==> config.mk <==
export PLATFORM = sky130hd
export DESIGN_NAME = recip_div_arbiter
export DESIGN_NICKNAME = d
export VERILOG_FILES = /design/src/rtl/recip_div_arbiter.sv
export SDC_FILE = /design/constraint.sdc
export NUM_CORES = 1
export LEC_CHECK = 0
export ABC_CLOCK_PERIOD_IN_PS = 2530
export CAP_MARGIN = 20
export CORE_MARGIN = 2
export CORE_UTILIZATION = 37
export CTS_CLUSTER_DIAMETER = 120
export CTS_CLUSTER_SIZE = 40
export DETAILED_ROUTE_END_ITERATION = 10
export GPL_TIMING_DRIVEN = 0
export PLACE_DENSITY = 0.74
export SYNTH_ARGS = -nofsm -noshare
export SYNTH_HDL_FRONTEND = slang
export SYNTH_SLANG_ARGS = --single-unit
export TNS_END_PERCENT = 20
==> constraint.sdc <==
create_clock -name pixel_clk_in -period 2.53 [get_ports pixel_clk_in]
set_input_delay 0.253 -clock pixel_clk_in [delete_from_list [all_inputs] [get_ports pixel_clk_in]]
set_output_delay 0.253 -clock pixel_clk_in [all_outputs]
set_load 0.02 [all_outputs]
==> src/rtl/recip_div_arbiter.sv <==
// recip_div_arbiter: shares one sequential fixed-point divider between the X
// and Y ray-setup requesters, computing 1.0 / b for deltaDist.
// Round-robin arbitration with a request/ack handshake. Zero divisors are
// answered without starting the divider, and divider overflow saturates.
// Optional build macro: RECIP_ABS_EN -- result is |1.0 / b| (deltaDist directly),
// with every saturation value forced to max positive.
//
// state  | meaning
// -------+-----------------------------------------------------------
// IDLE   | no divide outstanding; arbitrate and accept requests
// WAIT   | divider running for the latched requester; requests ignored
module recip_div_arbiter #(
  parameter int WIDTH = 16,
  parameter int FBITS = 8
) (
  input  logic             pixel_clk_in,
  input  logic             rst_in,
  input  logic             req_x_in,
  input  logic             req_y_in,
  input  logic [WIDTH-1:0] b_x_in,
  input  logic [WIDTH-1:0] b_y_in,
  output logic             ack_x_out,
  output logic             ack_y_out,
  output logic             res_valid_out,
  output logic             res_id_out,
  output logic [WIDTH-1:0] res_out,
  output logic             res_dbz_out,
  output logic             busy_out,
  output logic             div_start_out,
  output logic [WIDTH-1:0] div_a_out,
  output logic [WIDTH-1:0] div_b_out,
  input  logic             div_busy_in,
  input  logic             div_done_in,
  input  logic             div_valid_in,
  input  logic             div_dbz_in,
  input  logic             div_ovf_in,
  input  logic [WIDTH-1:0] div_val_in
);

  localparam logic [0:0] S_IDLE = 1'b0;
  localparam logic [0:0] S_WAIT = 1'b1;

  localparam logic [WIDTH-1:0] ONE_FX  = {{(WIDTH-1){1'b0}}, 1'b1} << FBITS;
  localparam logic [WIDTH-1:0] SAT_POS = {1'b0, {(WIDTH-1){1'b1}}};
  localparam logic [WIDTH-1:0] SAT_NEG = {1'b1, {(WIDTH-1){1'b0}}};

  logic [0:0]       state;
  logic             rr_ptr;
  logic             id_q;
  logic             sel;
  logic [WIDTH-1:0] sel_b;
  logic [WIDTH-1:0] sat_val;
  logic [WIDTH-1:0] done_res;

  // The divider's own busy flag is redundant with our WAIT state.
  logic unused_div_busy;
  assign unused_div_busy = div_busy_in;

  // Numerator is always 1.0, independent of reset.
  assign div_a_out = ONE_FX;

  // Arbitration: a lone requester wins outright; on a conflict rr_ptr decides.
  always_comb begin
    sel = rr_ptr;
    if (req_x_in && !req_y_in) begin
      sel = 1'b0;
    end else if (req_y_in && !req_x_in) begin
      sel = 1'b1;
    end
    sel_b = sel ? b_y_in : b_x_in;
  end

  // Result formatting for a completed divide; div_b_out still holds the divisor.
  always_comb begin
`ifdef RECIP_ABS_EN
    sat_val = SAT_POS;
    if (div_ovf_in || div_dbz_in || !div_valid_in) begin
      done_res = sat_val;
    end else if (div_val_in == SAT_NEG) begin
      done_res = SAT_POS;
    end else if (div_val_in[WIDTH-1]) begin
      done_res = -div_val_in;
    end else begin
      done_res = div_val_in;
    end
`else
    sat_val = div_b_out[WIDTH-1] ? SAT_NEG : SAT_POS;
    if (div_ovf_in || div_dbz_in || !div_valid_in) begin
      done_res = sat_val;
    end else begin
      done_res = div_val_in;
    end
`endif
  end

  // Control FSM with registered handshakes and result outputs.
  always_ff @(posedge pixel_clk_in or negedge rst_in) begin
    if (!rst_in) begin
      state         <= S_IDLE;
      rr_ptr        <= 1'b0;
      id_q          <= 1'b0;
      ack_x_out     <= 1'b0;
      ack_y_out     <= 1'b0;
      div_start_out <= 1'b0;
      res_valid_out <= 1'b0;
      res_dbz_out   <= 1'b0;
      res_id_out    <= 1'b0;
      busy_out      <= 1'b0;
      res_out       <= '0;
      div_b_out     <= '0;
    end else begin
      ack_x_out     <= 1'b0;
      ack_y_out     <= 1'b0;
      div_start_out <= 1'b0;
      res_valid_out <= 1'b0;
      case (state)
        S_IDLE: begin
          if (req_x_in || req_y_in) begin
            rr_ptr <= ~sel;
            if (sel) begin
              ack_y_out <= 1'b1;
            end else begin
              ack_x_out <= 1'b1;
            end
            if (sel_b == '0) begin
              // Divide by zero answered immediately, divider untouched.
              res_valid_out <= 1'b1;
              res_dbz_out   <= 1'b1;
              res_out       <= SAT_POS;
              res_id_out    <= sel;
            end else begin
              div_start_out <= 1'b1;
              div_b_out     <= sel_b;
              id_q          <= sel;
              busy_out      <= 1'b1;
              state         <= S_WAIT;
            end
          end
        end
        S_WAIT: begin
          if (div_done_in) begin
            res_out       <= done_res;
            res_dbz_out   <= div_dbz_in;
            res_id_out    <= id_q;
            res_valid_out <= 1'b1;
            busy_out      <= 1'b0;
            state         <= S_IDLE;
          end
        end
        default: begin
          state <= S_IDLE;
        end
      endcase
    end
  end

endmodule

==> Word level (Yosys, flattened, before mapping) <==
Cells that the tools add are included.
{ "op_classes": {"add_sub_neg": 0, "mul": 0, "n_div": 0, "order_cmp": 0, "n_eq_ne": 4, "shifts": 0, "muxes": 36, "bitwise_logic": 3, "n_reduce_logical": 13} }
{ "ops": {"columns": ["op", "n"], "rows": [
  ["two-way mux 16 bit", 6],
  ["one-hot mux 16 bit (2 select lines)", 1],
  ["two-way mux 1 bit", 24],
  ["logical NOT 16 bit", 1],
  ["one-hot mux 1 bit (2 select lines)", 5],
  ["AND reduction 3 bit", 3],
  ["inequality test 2 bit (second input constant)", 4],
  ["logical NOT 1 bit", 3],
  ["logical OR 1 bit", 3],
  ["NOT 1 bit", 3],
  ["logical AND 1 bit", 2],
  ["AND reduction 2 bit", 1]
]} }
{ "word_totals": {"regBits": 42, "latch_bits": 0, "ramBits": 0, "mem_bits_ro": 0, "inputBits": 57, "out_inout_bits": 55, "wordCells": 68, "memories": 0} }

==> Logic depth before layout (Yosys ltp) <==
Gate-level depths: netlist (run 1).
{ "logic_depth": {"word_depth": 9, "ltp_mapped": 9, "depth_no_buf": 6} }

==> Worst setup path after synthesis (run 1) <==
No wires, ideal clock.
{ "synth_path": {"path_type": "reg2reg", "from": "register rr_ptr", "to": "register res_id_out", "setup_time_ns": 0.125, "arrival_ns": 2.299, "required_time_ns": 2.405, "slack_ns": 0.107, "stages_incl_launch_ff": 9, "n_path_buf": 2, "synth_period_minus_slack_ns": 2.423, "cell_sequence": "dfrtp_1 nor2b_2 buf_6 o21ai_4 buf_6 mux2i_1 nand4_1 o41ai_4 mux2_2"} }
{ "synth_between": {"elab_chain_cells": 6, "elab_cells_between_ends": 9, "cone_classes": "eq/ne (1); mux (6); reduce/logical (2)"} }
{ "synth_lines": {"columns": ["item", "line_no", "source"], "rows": [
  ["start: declaration", "48", "logic rr_ptr;"],
  ["start signal: assignment", "119", "rr_ptr <= ~sel;"],
  ["two-way mux 1 bit *", "67", "end else if (req_y_in && !req_x_in) begin"],
  ["two-way mux 1 bit *", "65", "if (req_x_in && !req_y_in) begin"],
  ["two-way mux 16 bit", "70", "sel_b = sel ? b_y_in : b_x_in;"],
  ["logical NOT 16 bit", "125", "if (sel_b == '0) begin"],
  ["inequality test 2 bit (no line)", null, null],
  ["AND reduction 3 bit (no line)", null, null],
  ["end signal: assignment", "130", "res_id_out <= sel;"],
  ["end signal: assignment", "144", "res_id_out <= id_q;"],
  ["end: declaration", "25", "output logic res_id_out,"]
]} }
Every way passes the cells marked *; elsewhere a longest branch is shown, timed or not. The select of a mux whose other input is x is not followed.
A chain may end at the register's enable or synchronous reset.

==> Final worst setup path (run 1) <==
Ends and elaborated chain as after synthesis.

==> results by group, run 1 <==
Routing
  • WL final: 5696 um
  • DR vias/cell: 4.658
  • Avg WL per Cell: 13.43 um
  • DR DRC count: 0
  • Post-route antenna net violation count: 0
  • 1st-iter DRT viols: 64
  • TritonRoute pass-1 iters: 4
  • Vias: 1975

Setup path
  • Critical path class: register to register
  • Reg-to-Reg Start: rr_ptr
  • CP max FO: 8
  • Critical Path Start Type: register
  • CP endpoint kind: register
  • Slack of the worst reg-to-reg path: 0.07 ns
  • CP arrival: 2.65 ns
  • Reg2Reg Depth: 9
  • Required time of the critical path: 2.71 ns
  • R2r endpoint: res_id_out

Logic synthesis
  • Yosys cell types: 30
  • Post-Syn Area: 2268 um2
  • Primary FF master, synth: dfrtp_1
  • Post-synth EDFFs: 0
  • Post-synthesis sequential area ratio: 0.4633
  • Ys Warns: 0
  • FFs w/ async S/R, synth: 1.000
  • Syn_area_per_cell: 10.70 um2
  • #FFs+latches synth: 42
  • Mapped Cells: 212

Worst hold path
  • Hold crit path type: input pin to async pin

Finish
  • Layout cells sized above 1: 0.2436
  • Most common cell after layout, fill and taps aside: clkdlybuf4s50_1
  • Fin area: 3794 um2
  • Ant. Diodes: 0
  • Layout Area Growth over Synthesis: 67.24%
  • Final Util: 0.6407
  • Net count, final: 405
  • Most frequent cells in the layout: clkdlybuf4s50_1 (92), dfrtp_1 (42), buf_4 (38)

Place
  • IO buf count: 94
  • Placed inst area: 3378 um2
  • Placer Congestion: 0.6885
  • HPWL after DPL: 4044 um

Global route
  • GR Layer Usage met1: 0.2134
  • Largest net degree at the start of global routing: 23
  • Total track usage: 0.1740
  • First-pass GRT wire length: 8866 um
  • Initial antenna violation count: 0
  • Global route overflow: 0
  • Met3 Use GR: 0.05978
  • Most Crowded Layer GR: met2
  • Vias in the first global route: 1962
  • GR Layer Usage met2: 0.2935

Timing
  • Final period util: 0.9735
  • Clock skew: 0.004389 ns
  • Setup TNS: 0 ns
  • Worst slew margin: 0.5658
  • Fmax: 406.0 MHz
  • Final min period: 2.463 ns
  • Final hold vios: 0
  • Least-Margin Pin Slew: 0.6513 ns
  • Max-slew violations: 0
  • Final setup fails: 0
  • Final hold slack: 0.4633 ns

Power
  • Pleak: 1.706 nW
  • Power per standard cell area: 973.9 nW/um2
  • Worst VDD drop: 507.8 uV

Floorplanning
  • Chip width: 82.30 um
  • Full die area: 6773 um2
  • Starting density of the core: 0.3831
  • Row cnt: 28
  • Num ports: 112
  • Core Region: 5921 um2
  • Die Y-Extent: 82.30 um

Clock network
  • H-tree depth: 2
  • Clk root buf: clkbuf_8
  • Clock Path Buffers: 2
  • Clock transition at path regs: 0.08 ns
  • Worst skew pair latency: 0.29 ns
  • Clock sinks: 42
  • CTS Buf Count: 5
  • CTS tree: built

Outcome
  • Status: finished clean

Run
  • Max-cap violations: 0
[cell usage after synthesis, drive strengths merged, types with 2 or more instances]
master | number | area [um2]
conb | 2 | 7.510
dfrtp | 42 | 1051
inv | 21 | 78.83
and2 | 8 | 50.05
o21ai | 6 | 41.29
a2bb2oi | 23 | 251.5
nand4 | 3 | 18.77
nor2 | 10 | 37.54
buf | 25 | 186.4
nand2 | 20 | 75.07
a22oi | 4 | 30.03
mux2 | 9 | 101.4
mux2i | 17 | 170.2
o211ai | 8 | 60.06
clkbuf | 3 | 11.26
[cell families after synthesis]
logic type	Yosys count	synth area share
buffers and inverters	49	0.1219
and+or+nand+nor	47	0.09819
AOI/OAI and AO/OA	46	0.1936
muxes	26	0.1197
other	2	0.003311
DFF	42	0.4633
[layout make-up]
cell class              instances  area [um2]
flip-flops and latches         42        1051
repair buffers                117        1134
multi-input cells             135        1107
plain buffers                  26       215.2
well taps                      75       93.84
inverters                      21       78.83
clock inverters                 3       45.04
clock buffers                   5       68.82
fillers                       504        2127
[per-stage QoR]
step                worst slack, ns  power [W]  cells
finish                      0.06704   0.003694    424
floorplan                    0.1066   0.002165    226
global placement            -0.5702   0.002948    395
CTS                       -0.008046   0.003614    416
global route               -0.03977   0.003907    424
detailed placement          -0.6025   0.002988    396
[routing by layer]
layer / up-vias / part of all wire
li1: 973 / -
met1: 923 / 0.42
met2: 77 / 0.49
met3: 2 / 0.082
met4: 0 / 0.0026
met5: - / 0
[critical path, stage by stage (launching register included)]
cell     delay (ns)
dfrtp_1        0.41
nor2b_4        0.16
o21ai_4        0.21
buf_12         0.19
mux2i_2        0.24
nand4_1        0.18
buf_4          0.18
o41ai_4        0.28
buf_4          0.20
mux2_4         0.30
[registers in the layout, summed over array words and instances, names as in the netlist]
signal         flops
ack_y_out          1
div_start_out      1
busy_out           1
id_q               1
res_dbz_out        1
div_b_out         16
res_out           16
rr_ptr             1
res_id_out         1
state              1
ack_x_out          1
res_valid_out      1
[what timing repair did]
action	CTS	global route
gates cloned	1	0
pin swaps	4	6
buffers inserted	10	10
hold buffers	1	0
resized for setup	14	22
endpoints found under the hold margin	20	0
setup endpoints to repair	28	37
[worst max-delay path by stage]
stage / startpoint / cells past startpoint / end
6_report: rr_ptr / 9 / res_id_out
5_1_grt: rr_ptr / 9 / res_id_out
4_1_cts: rr_ptr / 10 / res_id_out
3_5_place_dp: req_x_in / 9 / res_id_out
3_3_place_gp: req_x_in / 9 / res_id_out
2_1_floorplan: rr_ptr / 8 / res_id_out
[power breakdown]
part | leakage, nW | internal [W] | switching (W)
registers | 0.484 | 0.000973 | 0.000178
logic | 1.17 | 0.00111 | 0.000901
clock network | 0.0504 | 0.000293 | 0.000235
total | 1.71 | 0.00238 | 0.00131
(Power assumes the default switching activity.)
==> inputs of run 2 (changes only) <==
--- a/config.mk
+++ b/config.mk
@@ -13,7 +13,7 @@
 export CTS_CLUSTER_SIZE = 40
 export DETAILED_ROUTE_END_ITERATION = 10
 export GPL_TIMING_DRIVEN = 0
-export PLACE_DENSITY = 0.74
+export PLACE_DENSITY = 0.78
 export SYNTH_ARGS = -nofsm -noshare
 export SYNTH_HDL_FRONTEND = slang
 export SYNTH_SLANG_ARGS = --single-unit
==> run 2 against run 1 <==
Clock power down 2%. Largest power group unchanged. Worst hold slack worse by 0.17 ns. Core utilization shrank 0.91 points. Routed wire length fell by 2.7%. Sequential share of layout area up 0.40 points. Largest cell class unchanged.
==> results by group, run 2 (same netlist as run 1, synthesis figures left out) <==
Setup path
  • Critical Path Start Type: register
  • Required time of the critical path: 2.71 ns (about the same)
  • CP arrival: 2.68 ns (+0.03 ns)
  • CP max FO: 8 (unchanged)
  • CP endpoint kind: register
  • Critical path class: register to register

Clock network
  • Clock sinks: 42 (unchanged)
  • Clock transition at path regs: 0.08 ns (about the same)
  • Clock Path Buffers: 2 (unchanged)
  • H-tree depth: 2 (unchanged)
  • Clk root buf: clkbuf_8
  • Worst skew pair latency: 0.29 ns (about the same)
  • CTS Buf Count: 5 (unchanged)
  • CTS tree: built

Finish
  • Ant. Diodes: 0 (unchanged)
  • Regs by FF count: div_b_out (16), res_out (16)
  • Layout cells sized above 1: 0.2420 (-0.001571)
  • Net count, final: 399 (-1.5%)
  • Layout Area Growth over Synthesis: 64.86%
  • Most frequent cells in the layout: clkdlybuf4s50_1 (92), dfrtp_1 (42), buf_4 (31)
  • Final non-filler cell total: 418 (-1.4%)
  • Most common cell after layout, fill and taps aside: clkdlybuf4s50_1
  • # fillers: 496 (-1.6%)
  • Final Util: 0.6317 (-0.009087)

Routing
  • TritonRoute pass-1 iters: 4 (unchanged)
  • Post-route antenna net violation count: 0 (unchanged)
  • Vias: 1962 (-0.66%)
  • 1st-iter DRT viols: 19 (-70%)
  • DR DRC count: 0 (unchanged)
  • DR vias/cell: 4.694 (+0.77%)
  • Avg WL per Cell: 13.26 um (-1.3%)
  • Met1 wire length: 2305 um (-4.7%)
  • WL final: 5543 um (-2.7%)
  • Uppermost layer routed: met4
  • DR WL met3: 436 um (-6.2%)
  • Met2 Wirelength: 2754 um (-1.5%)

Floorplanning
  • Num ports: 112 (unchanged)
  • Full die area: 6773 um2 (unchanged)
  • Die Y-Extent: 82.30 um (unchanged)
  • Chip width: 82.30 um (unchanged)
  • Row cnt: 28 (unchanged)
  • Starting density of the core: 0.3831 (unchanged)
  • Core Region: 5921 um2 (unchanged)

Global route
  • First-pass GRT wire length: 8535 um (-3.7%)
  • Global route overflow: 0 (unchanged)
  • Largest net degree at the start of global routing: 41 (+78%)
  • Vias in the first global route: 1904 (-3.0%)
  • Initial antenna violation count: 0 (unchanged)
  • Total track usage: 0.1637 (-0.01025)

Timing
  • Final setup fails: 0 (unchanged)
  • Clock skew: 0.004972 ns (+0.0005828 ns)
  • RSZ-0062 raised after global routing: yes
  • Worst slew margin: 0.4730 (-0.09281)
  • Max-slew violations: 0 (unchanged)
  • Final period util: 0.9887 (+0.01515)
  • Final min period: 2.501 ns (+0.03833 ns)
  • Setup TNS: 0 ns (unchanged)
  • Fmax: 399.8 MHz (-1.5%)
  • Least-Margin Pin Slew: 0.7905 ns (+0.1392 ns)
  • Final hold vios: 0 (unchanged)

Worst hold path
  • Hold crit path type: input pin to async pin

Place
  • IO buf count: 94 (unchanged)
  • Placed Cells: 396 (unchanged)
  • HPWL after DPL: 3935 um (-2.7%)
  • Placer Congestion: 0.7210 (+4.7%)

Power
  • Switching part of the total power: 0.3529 (-0.002701)
  • Pint: 0.002367 W (-0.57%)
  • Combinational share of power: 0.541 (-0.004)
  • Clock power frac: 0.142 (about the same)
  • Worst VDD drop: 538.5 uV (+6.0%)
  • Seq pwr share: 0.317 (+0.005)
  • Pleak: 1.681 nW (-1.5%)
  • Power per standard cell area: 978.1 nW/um2 (+0.44%)
  • P_sw: 0.001291 W (-1.7%)

Run
  • Max-cap violations: 0 (unchanged)

Outcome
  • Status: finished clean
==> run 2: path summary, 6_finish.rpt <==
check,from,endpoint,slack [ns],cells past startpoint
hold / removal,rst_in,div_start_out,0.29,2
max in group asynchronous,rst_in,div_b_out[1],1.82,3
setup / recovery,rr_ptr,res_id_out,0.03,10
setup reg to reg,rr_ptr,res_id_out,0.03,10
hold reg to reg,busy_out,busy_out,0.49,2
min in group pixel_clk_in,busy_out,busy_out,0.49,2
==> run 2: layer usage <==
layer	GRT usage	up-vias
met3	0.04457	5
met1	0.1993	922
met4	0.04000	0
met2	0.2863	75
met5	0	-
li1	-	960
==> run 2: area by class of cell <==
class | count | area (um2) | share of cell area
plain buffers | 27 | 221.5 | 0.05922
clock buffers | 7 | 76.32 | 0.02041
clock inverters | 1 | 30.03 | 0.008029
inverters | 21 | 78.83 | 0.02108
multi-input cells | 135 | 1115 | 0.2981
flip-flops and latches | 42 | 1051 | 0.2810
well taps | 75 | 93.84 | 0.02509
repair buffers | 110 | 1074 | 0.2871
==> run 2: power by group through the flow <==
stage          registers [W]  clock network (W)  logic [W]
2_1_floorplan        0.00151                  0   0.000659
3_3_place_gp         0.00116                  0    0.00179
3_5_place_dp         0.00116                  0    0.00182
4_1_cts              0.00116           0.000538    0.00185
5_1_grt              0.00121           0.000560    0.00211
6_report             0.00116           0.000518    0.00198
==> run 2: timing repair <==
item                       CTS  global route
setup endpoints to repair   27            38
buffers inserted             2            11
pin swaps                    3             6
hold buffers                 1             0
hold endpoints to repair    42             0
gates cloned                 0             1
gates resized for setup      9            30
==> run 2: through the flow <==
| stage | setup slack (ns) | power, W | instance area (um2) | hold WS [ns] |
|---|---|---|---|---|
| 3_5_place_dp | -0.5861 | 0.002983 | 3371 | 0.06174 |
| 6_report | 0.02870 | 0.003658 | 3740 | 0.2923 |
| 5_1_grt | -0.07943 | 0.003879 | 3740 | 0.3080 |
| 2_1_floorplan | 0.1066 | 0.002165 | 2321 | -0.04259 |
| 4_1_cts | -0.01162 | 0.003542 | 3528 | 0.2751 |
| 3_3_place_gp | -0.5591 | 0.002944 | 3356 | 0.4637 |
==> run 2: worst max-delay path: stages (launching register included) <==
cell      delay (ns)
dfrtp_1         0.42
nand2b_4        0.16
buf_6           0.13
o21ai_4         0.08
buf_12          0.17
mux2i_4         0.23
nand4_1         0.20
buf_4           0.20
o41ai_4         0.30
buf_4           0.19
mux2_4          0.30
